[src/rtl/seg_scan_decoder.sv]
// Seven-segment scan receiver: filters, decodes and frames scanned digits.
// Optional SEG_SCAN_DP_EN adds decimal-point capture (dp in, dp_out out).
module seg_scan_decoder #(
  parameter int DIGITS        = 4,
  parameter int STABLE_CYCLES = 4
) (
  input  logic                  clk,
  input  logic                  rst_n,
  input  logic [6:0]            seg,
  input  logic [DIGITS-1:0]     an,
`ifdef SEG_SCAN_DP_EN
  input  logic                  dp,
`endif
  output logic [4*DIGITS-1:0]   value,
  output logic [DIGITS-1:0]     blank,
  output logic [DIGITS-1:0]     err,
  output logic                  frame_valid,
  output logic                  glitch
`ifdef SEG_SCAN_DP_EN
  ,
  output logic [DIGITS-1:0]     dp_out
`endif
);

  localparam int CW = $clog2(STABLE_CYCLES + 1);
  localparam logic [CW-1:0] CMAX = CW'(STABLE_CYCLES);
  localparam logic [CW-1:0] CPRE = CW'(STABLE_CYCLES - 1);
  localparam logic [CW-1:0] CONE = CW'(1);

  logic [6:0]          s_seg;
  logic [DIGITS-1:0]   s_an;
  logic [CW-1:0]       cnt;
  logic [DIGITS-1:0]   seen;
  logic [4*DIGITS-1:0] sh_val;
  logic [DIGITS-1:0]   sh_blank;
  logic [DIGITS-1:0]   sh_err;

  logic [CW-1:0]       cnt_nx;
  logic [DIGITS-1:0]   sel;
  logic [DIGITS-1:0]   seen_nx;
  logic [4*DIGITS-1:0] val_nx;
  logic [DIGITS-1:0]   blank_nx;
  logic [DIGITS-1:0]   err_nx;
  logic [5:0]          dec;
  logic                onehot;
  logic                idle;
  logic                same;
  logic                cap;
  logic                done;
  int                  nlow;

`ifdef SEG_SCAN_DP_EN
  logic                s_dp;
  logic [DIGITS-1:0]   sh_dp;
  logic [DIGITS-1:0]   dp_nx;
`endif

  // Returns {err, blank, nibble}
  function automatic logic [5:0] decode(
    input logic [6:0] s
  );
    logic [5:0] r;
    case (s)
      7'b1000000: r = 6'h00;
      7'b1111001: r = 6'h01;
      7'b0100100: r = 6'h02;
      7'b0110000: r = 6'h03;
      7'b0011001: r = 6'h04;
      7'b0010010: r = 6'h05;
      7'b0000010: r = 6'h06;
      7'b1111000: r = 6'h07;
      7'b0000000: r = 6'h08;
      7'b0010000: r = 6'h09;
      7'b0001000: r = 6'h0a;
      7'b0000011: r = 6'h0b;
      7'b1000110: r = 6'h0c;
      7'b0100001: r = 6'h0d;
      7'b0000110: r = 6'h0e;
      7'b0001110: r = 6'h0f;
      7'b1111111: r = 6'h10;
      default:    r = 6'h20;
    endcase
    return r;
  endfunction

  always_comb begin
    nlow = 0;
    for (int i = 0; i < DIGITS; i++) begin
      if (!an[i]) nlow = nlow + 1;
    end
    sel    = ~an;
    onehot = (nlow == 1);
    idle   = &an;
`ifdef SEG_SCAN_DP_EN
    same   = ({seg, an, dp} == {s_seg, s_an, s_dp});
`else
    same   = ({seg, an} == {s_seg, s_an});
`endif
  end

  always_comb begin
    cnt_nx = '0;
    if (onehot && same) begin
      cnt_nx = (cnt == CMAX) ? cnt : cnt + CONE;
    end else if (onehot) begin
      cnt_nx = CONE;
    end
  end

  // A fresh sample can only capture when a single sample is enough
  assign cap = onehot &&
               (same ? (cnt == CPRE)
                     : (STABLE_CYCLES == 1));

  always_comb begin
    dec      = decode(seg);
    seen_nx  = cap ? (seen | sel) : seen;
    done     = cap && (&seen_nx);
    val_nx   = sh_val;
    blank_nx = sh_blank;
    err_nx   = sh_err;
`ifdef SEG_SCAN_DP_EN
    dp_nx    = sh_dp;
`endif
    for (int i = 0; i < DIGITS; i++) begin
      if (cap && sel[i]) begin
        val_nx[4*i +: 4] = dec[3:0];
        blank_nx[i]      = dec[4];
        err_nx[i]        = dec[5];
`ifdef SEG_SCAN_DP_EN
        dp_nx[i]         = ~dp;
`endif
      end
    end
  end

  always_ff @(posedge clk) begin
    if (!rst_n) begin
      s_seg       <= '0;
      s_an        <= '0;
      cnt         <= '0;
      seen        <= '0;
      sh_val      <= '0;
      sh_blank    <= '0;
      sh_err      <= '0;
      value       <= '0;
      blank       <= '0;
      err         <= '0;
      frame_valid <= 1'b0;
      glitch      <= 1'b0;
`ifdef SEG_SCAN_DP_EN
      s_dp        <= 1'b0;
      sh_dp       <= '0;
      dp_out      <= '0;
`endif
    end else begin
      s_seg       <= seg;
      s_an        <= an;
      cnt         <= cnt_nx;
      sh_val      <= val_nx;
      sh_blank    <= blank_nx;
      sh_err      <= err_nx;
      seen        <= done ? '0 : seen_nx;
      frame_valid <= done;
      glitch      <= !onehot && !idle;
`ifdef SEG_SCAN_DP_EN
      s_dp        <= dp;
      sh_dp       <= dp_nx;
`endif
      if (done) begin
        value     <= val_nx;
        blank     <= blank_nx;
        err       <= err_nx;
`ifdef SEG_SCAN_DP_EN
        dp_out    <= dp_nx;
`endif
      end
    end
  end

endmodule

[config.mk]
export PLATFORM = sky130hd
export DESIGN_NAME = seg_scan_decoder
export DESIGN_NICKNAME = d
export VERILOG_FILES = /design/src/rtl/seg_scan_decoder.sv
export SDC_FILE = /design/constraint.sdc
export NUM_CORES = 1
export LEC_CHECK = 0
export CAP_MARGIN = 20
export CORE_MARGIN = 5
export CORE_UTILIZATION = 57
export CTS_BUF_LIST = sky130_fd_sc_hd__clkbuf_4
export CTS_CLUSTER_DIAMETER = 100
export DETAILED_ROUTE_END_ITERATION = 10
export PLACE_DENSITY = 0.94
export SLEW_MARGIN = 25
export SYNTH_ARGS = -nofsm -noshare
export SYNTH_HDL_FRONTEND = slang
export SYNTH_SLANG_ARGS = --single-unit
[constraint.sdc]
create_clock -name clk -period 3.43 [get_ports clk]
set_input_delay 0.8575 -clock clk [delete_from_list [all_inputs] [get_ports clk]]
set_output_delay 0.8575 -clock clk [all_outputs]
set_load 0.1 [all_outputs]
== Yosys cells after proc, flatten, opt, wreduce, memory -nomap -nowiden ==
Index checks and enable logic that the tools add are counted.
Operators by class
  add/sub/neg operators: 4
  multiply operators: 0
  divide/modulo/power cells: 0
  magnitude comparators: 0
  eq/ne operators: 21
  shift-type cells: 0
  multiplexer cells: 22
  bitwise gates (word level): 3
  reductions and logical operators: 14
Operators with widths (count)
  $pmux W6 S17: 1
  $add A32 B2 Y32 const B: 3
  $mux W32: 3
  $eq A7 B7 Y1 const B: 5
  $eq A32 B2 Y1 const B: 1
  $eq A7 B5 Y1 const B: 3
  $eq A7 B6 Y1 const B: 3
  $mux W4: 5
  $eq A7 B2 Y1 const B: 2
  $eq A7 B4 Y1 const B: 2
  $eq A11 B11 Y1: 1
  $mux W1: 11
  $logic_and A1 B1 Y1: 8
  $reduce_and A4 Y1: 2
  $eq A7 B3 Y1 const B: 1
  $logic_not A7 Y1: 1
  $mux W3: 2
  $not A4 Y4: 1
  $or A4 B4 Y4: 1
  $add A3 B1 Y3 const B: 1
  $eq A3 B2 Y1 const B: 1
  $eq A3 B3 Y1 const B: 1
  $logic_not A1 Y1: 2
  $ne A2 B2 Y1 const B: 1
  other kinds (2): 2
Word-level totals
  bits in registers: 68
  bits in latches: 0
  bits in writable memories: 0
  bits in read-only memories: 0
  bits of input ports: 13
  memories kept: 0

== Longest topological paths before layout ==
Gate-level depths: netlist of the first run.
  depth in word-level cells: 13
  mapped depth: 12

== Worst setup path after synthesis of the first run ==
No wires, ideal clock.
  kind: input port to flip-flop
  start: in an[0]
  end: reg blank[3]
  library setup time: 0.121 ns
  data arrival time: 2.939 ns
  slack: 0.370 ns
  stages on the path: 11
  cell sequence: inv_1 ha_1 xnor2_1 ha_1 xnor2_1 a31oi_2 o32ai_4 and2_4 a21boi_4 buf_2 o2bb2ai_1
On the way
  cells in the longest elaborated chain, start to end: 12
Ends and longest elaborated chain
  from (decl): RTL line 10  | input logic [DIGITS-1:0] an,
  $mux W1: RTL line 89  | if (!an[i]) nlow = nlow + 1;
  $add A32 B2 Y32: RTL line 89
  $mux W32: RTL line 89
  $add A32 B2 Y32: RTL line 89
  $mux W32: RTL line 89
  $add A32 B2 Y32: RTL line 89
  $mux W32: RTL line 89
  $eq A32 B2 Y1: RTL line 92  | onehot = (nlow == 1);
  $logic_and A1 B1 Y1: RTL line 111  | assign cap = onehot &&
  $mux W4: RTL line 117  | seen_nx = cap ? (seen | sel) : seen;
  $reduce_and A4 Y1: RTL line 118  | done = cap && (&seen_nx);
  $logic_and A1 B1 Y1: RTL line 118
  to (signal assigned): RTL line 172  | blank <= blank_nx;
  to (decl): RTL line 15  | output logic [DIGITS-1:0] blank,
Several ways; a longest one is shown, not always the timed one.
A chain may end at the register's enable or synchronous reset.

== Worst setup path in the final report of the first run ==
  start: in an[0]
  end: reg value[0]
On the way
  cells in the longest elaborated chain, start to end: 12
Ends and longest elaborated chain
  $mux W1: RTL line 89
  $add A32 B2 Y32: RTL line 89
  $mux W32: RTL line 89
  $add A32 B2 Y32: RTL line 89
  $mux W32: RTL line 89
  $add A32 B2 Y32: RTL line 89
  $mux W32: RTL line 89
  $eq A32 B2 Y1: RTL line 92
  $logic_and A1 B1 Y1: RTL line 111
  $mux W4: RTL line 117
  $reduce_and A4 Y1: RTL line 118
  $logic_and A1 B1 Y1: RTL line 118
  to (signal assigned): RTL line 171  | value <= val_nx;
  to (decl): RTL line 14  | output logic [4*DIGITS-1:0] value,
Several ways; a longest one is shown, not always the timed one.

==> results of run 1 <==
through the flow:
stage | std cells | instance area, um^2 | power (uW) | utilization, % | worst slack (ns)
after floorplan | 285 | 2980 | 925 | - | 0.370
after global placement | 399 | 3460 | 972 | 68.1 | -0.267
after detailed placement | 399 | 3460 | 976 | 68.1 | -0.371
after CTS | 414 | 3650 | 1680 | 72.0 | 0.0448
after global routing | 416 | 3690 | 1720 | 72.7 | 0.0359
final | 416 | 3690 | 1680 | 72.7 | 0.174
placed cells by master (no fill, tap or decap), drive strengths merged, types with 4 or more instances in the layout:
cell type,n
a21boi,7
and2,12
buf,50
bufinv,4
clkbuf,9
clkdlybuf4s50,12
dfxtp,68
ha,6
inv,12
mux2i,24
nand2,11
nand3,11
nand4,9
nor2,7
nor2b,28
nor3,4
o21ai,4
o2bb2ai,24
xnor2,14
state kept, by name, indices dropped and copies added (netlist names):
register,cells
s_an,4
sh_err,4
cnt,3
value,16
frame_valid,1
blank,4
glitch,1
seen,4
s_seg,7
err,4
sh_blank,4
sh_val,16
worst max-delay path: stages:
cell	delay, ns
clkdlybuf4s50_1	0.49
inv_1	0.06
ha_1	0.32
xnor2_1	0.22
ha_1	0.25
xnor2_1	0.15
a31oi_2	0.13
o32ai_4	0.37
nand4_2	0.19
buf_4	0.20
mux2i_1	0.22
o2bb2ai_1	0.10
where the power goes:
group	switching, uW	internal [uW]
logic	86.4	73.1
clock network	280	434
registers	4.07	798
total	371	1310
per-layer routing:
layer	up-vias	GRT usage, %	share of wire, %	wire length [um]
met2	81	33.2	47	3030
met1	1076	25.6	46	2980
met3	15	4.12	5.5	356
li1	1117	-	-	-
met5	-	0	0	0
met4	0	10.5	2.0	129
path summary, 6_finish.rpt:
kind	from	to	slack, ns	cells past startpoint
worst min register to register	seen[0]	seen[0]	0.47	2
worst max register to register	cnt[0]	blank[3]	1.55	7
worst max-delay path	an[0]	value[0]	0.17	12
worst min-delay path	seen[0]	seen[0]	0.47	2
area by class of cell:
| cell class | count | area [um^2] |
|---|---|---|
| multi-input cells | 189 | 1510 |
| fillers | 384 | 1390 |
| flip-flops and latches | 68 | 1360 |
| repair buffers | 62 | 495 |
| clock inverters | 6 | 128 |
| well taps | 70 | 87.6 |
| clock buffers | 9 | 67.6 |
| inverters | 12 | 45.0 |
cell families (layout without fill, tap and decap cells):
logic type,after synthesis,count (layout)
fa+ha+maj,6,6
mux,24,24
xor+xnor,15,15
flops,68,68
simple gates,92,93
buf+inv,30,89
compound gates,50,51
==> summary.md, run 1 <==
| Metric | Value |
|---|---|
| Die width | `82.3 um` |
| Core area | `between 0.005 and 0.006 mm^2` |
| ANT cells | `0` |
| Min Tclk post-route | `between 3 and 4 ns` |
| Initial Util | `58.6%` |
| YS warnings | `0` |
| Initial DRC Count | `between 100 and 150` |
| Slew HR | `between 60% and 70%` |
| Setup tns final | `0 ns` |
| Top cell type's share of synthesized area | `around 46%` |
| HPWL after DPL | `roughly 4200 um` |
| WHS | `0.472 ns` |
| Xor/xnor share of the synthesized area | `between 4 and 5%` |
| Io pins | `39` |
| Slew @ Worst Pin | `0.489 ns` |
| Clock transition at path regs | `0.11 ns` |
| Peak VDD IR | `378 uV` |
| Die footprint | `0.00677 mm^2` |
| CTS tree | `built` |
| Crit path max fanout | `6` |
| Post-CTS setup buffers | `0` |
| Routed wire per std cell | `roughly 16 um` |
| Port buffer count | `38` |
| Share of cells above drive strength 1 | `22.5%` |
| Largest net degree at the start of global routing | `40` |
| WS Path Type | `in2reg` |
| Clk buf depth | `2` |
| DR vias | `2289` |
| Worst Path Arrival | `3.57 ns` |
| Seq/Total Area, Yosys | `45.8%` |
| Synth area leaders | `dfxtp_1 (46%), mux2i_1 (8.1%), o2bb2ai_1 (7.1%), nor2b_1 (5.9%), xnor2_1 (4.1%)` |
| GRT Total Usage | `between 20% and 30%` |
| Dominant cell by count in the synthesized netlist | `dfxtp_1` |
| Critical Path Start Type | `input pin` |
| Initial antenna violation count | `0` |
| Post-CTS Resized | `0` |
| Share of flip-flops with an asynchronous set or reset | `0%` |
| Synth area leader | `dfxtp_1` |
| Peak Freq | `approximately 300 MHz` |
| Drc violations | `0` |
| Main combinational cell family by area after synthesis | `simple AND/OR/NAND/NOR gates` |
| Synth Area in Simple Gates | `20.0%` |
| Post-synthesis adder-cell area fraction | `under 10%` |
| Yosys cell types | `between 40 and 50` |
| Layout Skew | `a little under 0.02 ns` |
| Mux cell area share after synthesis | `just over 8%` |
| PD cells | `~450 mW/mm^2` |
| CTS Hold Buffers Added | `0` |
| TritonRoute pass-1 iters | `5` |
| Drt via density | `approximately 5.5` |
| Worst min path class | `reg2reg` |
| GR Overflow Total | `0` |
| Critical path data required time | `3.74 ns` |
| Synth Cell Area | `a little under 0.003 mm^2` |
| Top FF cell, synth | `dfxtp_1` |
| Max Cap Viol | `0` |
| Mapped Cells | `approximately 290` |
| CTS root buffer | `clkbuf_4` |
| EDFF count, synth | `0` |
| H-tree Lvls | `3` |
| RSZ-0062 raised after global routing | `no` |
| Post-synthesis compound-gate area fraction | `approximately 14%` |
| Synth-to-layout area growth | `24.0%` |
| Clk sinks | `between 60 and 70` |
| Outcome | `completed` |
| Syn Nets | `304` |
| Final ANT Viol Nets | `0` |
| Routability cong. | `between 0.8 and 0.9` |
| Row Count | `26` |
| Clock latency on the worst-skew pair | `~0.42 ns` |
| CP endpoint kind | `register` |
| Mean Syn Cell Area | `between 10 and 15 um^2` |
| Fin nets | `approximately 360` |
| First-pass GRT wire length | `10500 um` |
| Post-synth top cells | `dfxtp_1 (68), nor2b_1 (28), mux2i_1 (24), o2bb2ai_1 (24), xnor2_1 (14)` |
| Synthesis-stage register bit count | `68` |
| Vias in the first global route | `~2200` |
| Fin crit share | `about 95%` |
| Endpoints failing hold | `0` |
| Lkg Pwr | `around 0.0016 uW` |
| Final wirelength | `~6500 um` |
| Final Slew Violations | `0` |
| Final setup viols | `0` |
| Chip height | `82.3 um` |
| CTS Buf Count | `9` |
No activity file was read; power rests on OpenSTA's default activity.
==> run 2: changes to the inputs <==
--- a/config.mk
+++ b/config.mk
@@ -10,6 +10,7 @@
 export CORE_UTILIZATION = 57
 export CTS_BUF_LIST = sky130_fd_sc_hd__clkbuf_4
 export CTS_CLUSTER_DIAMETER = 100
+export CTS_CLUSTER_SIZE = 14
 export DETAILED_ROUTE_END_ITERATION = 10
 export PLACE_DENSITY = 0.94
 export SLEW_MARGIN = 25
==> results of run 2 <==
Same layout as run 1: the final DEF is identical, and so are final timing and power.
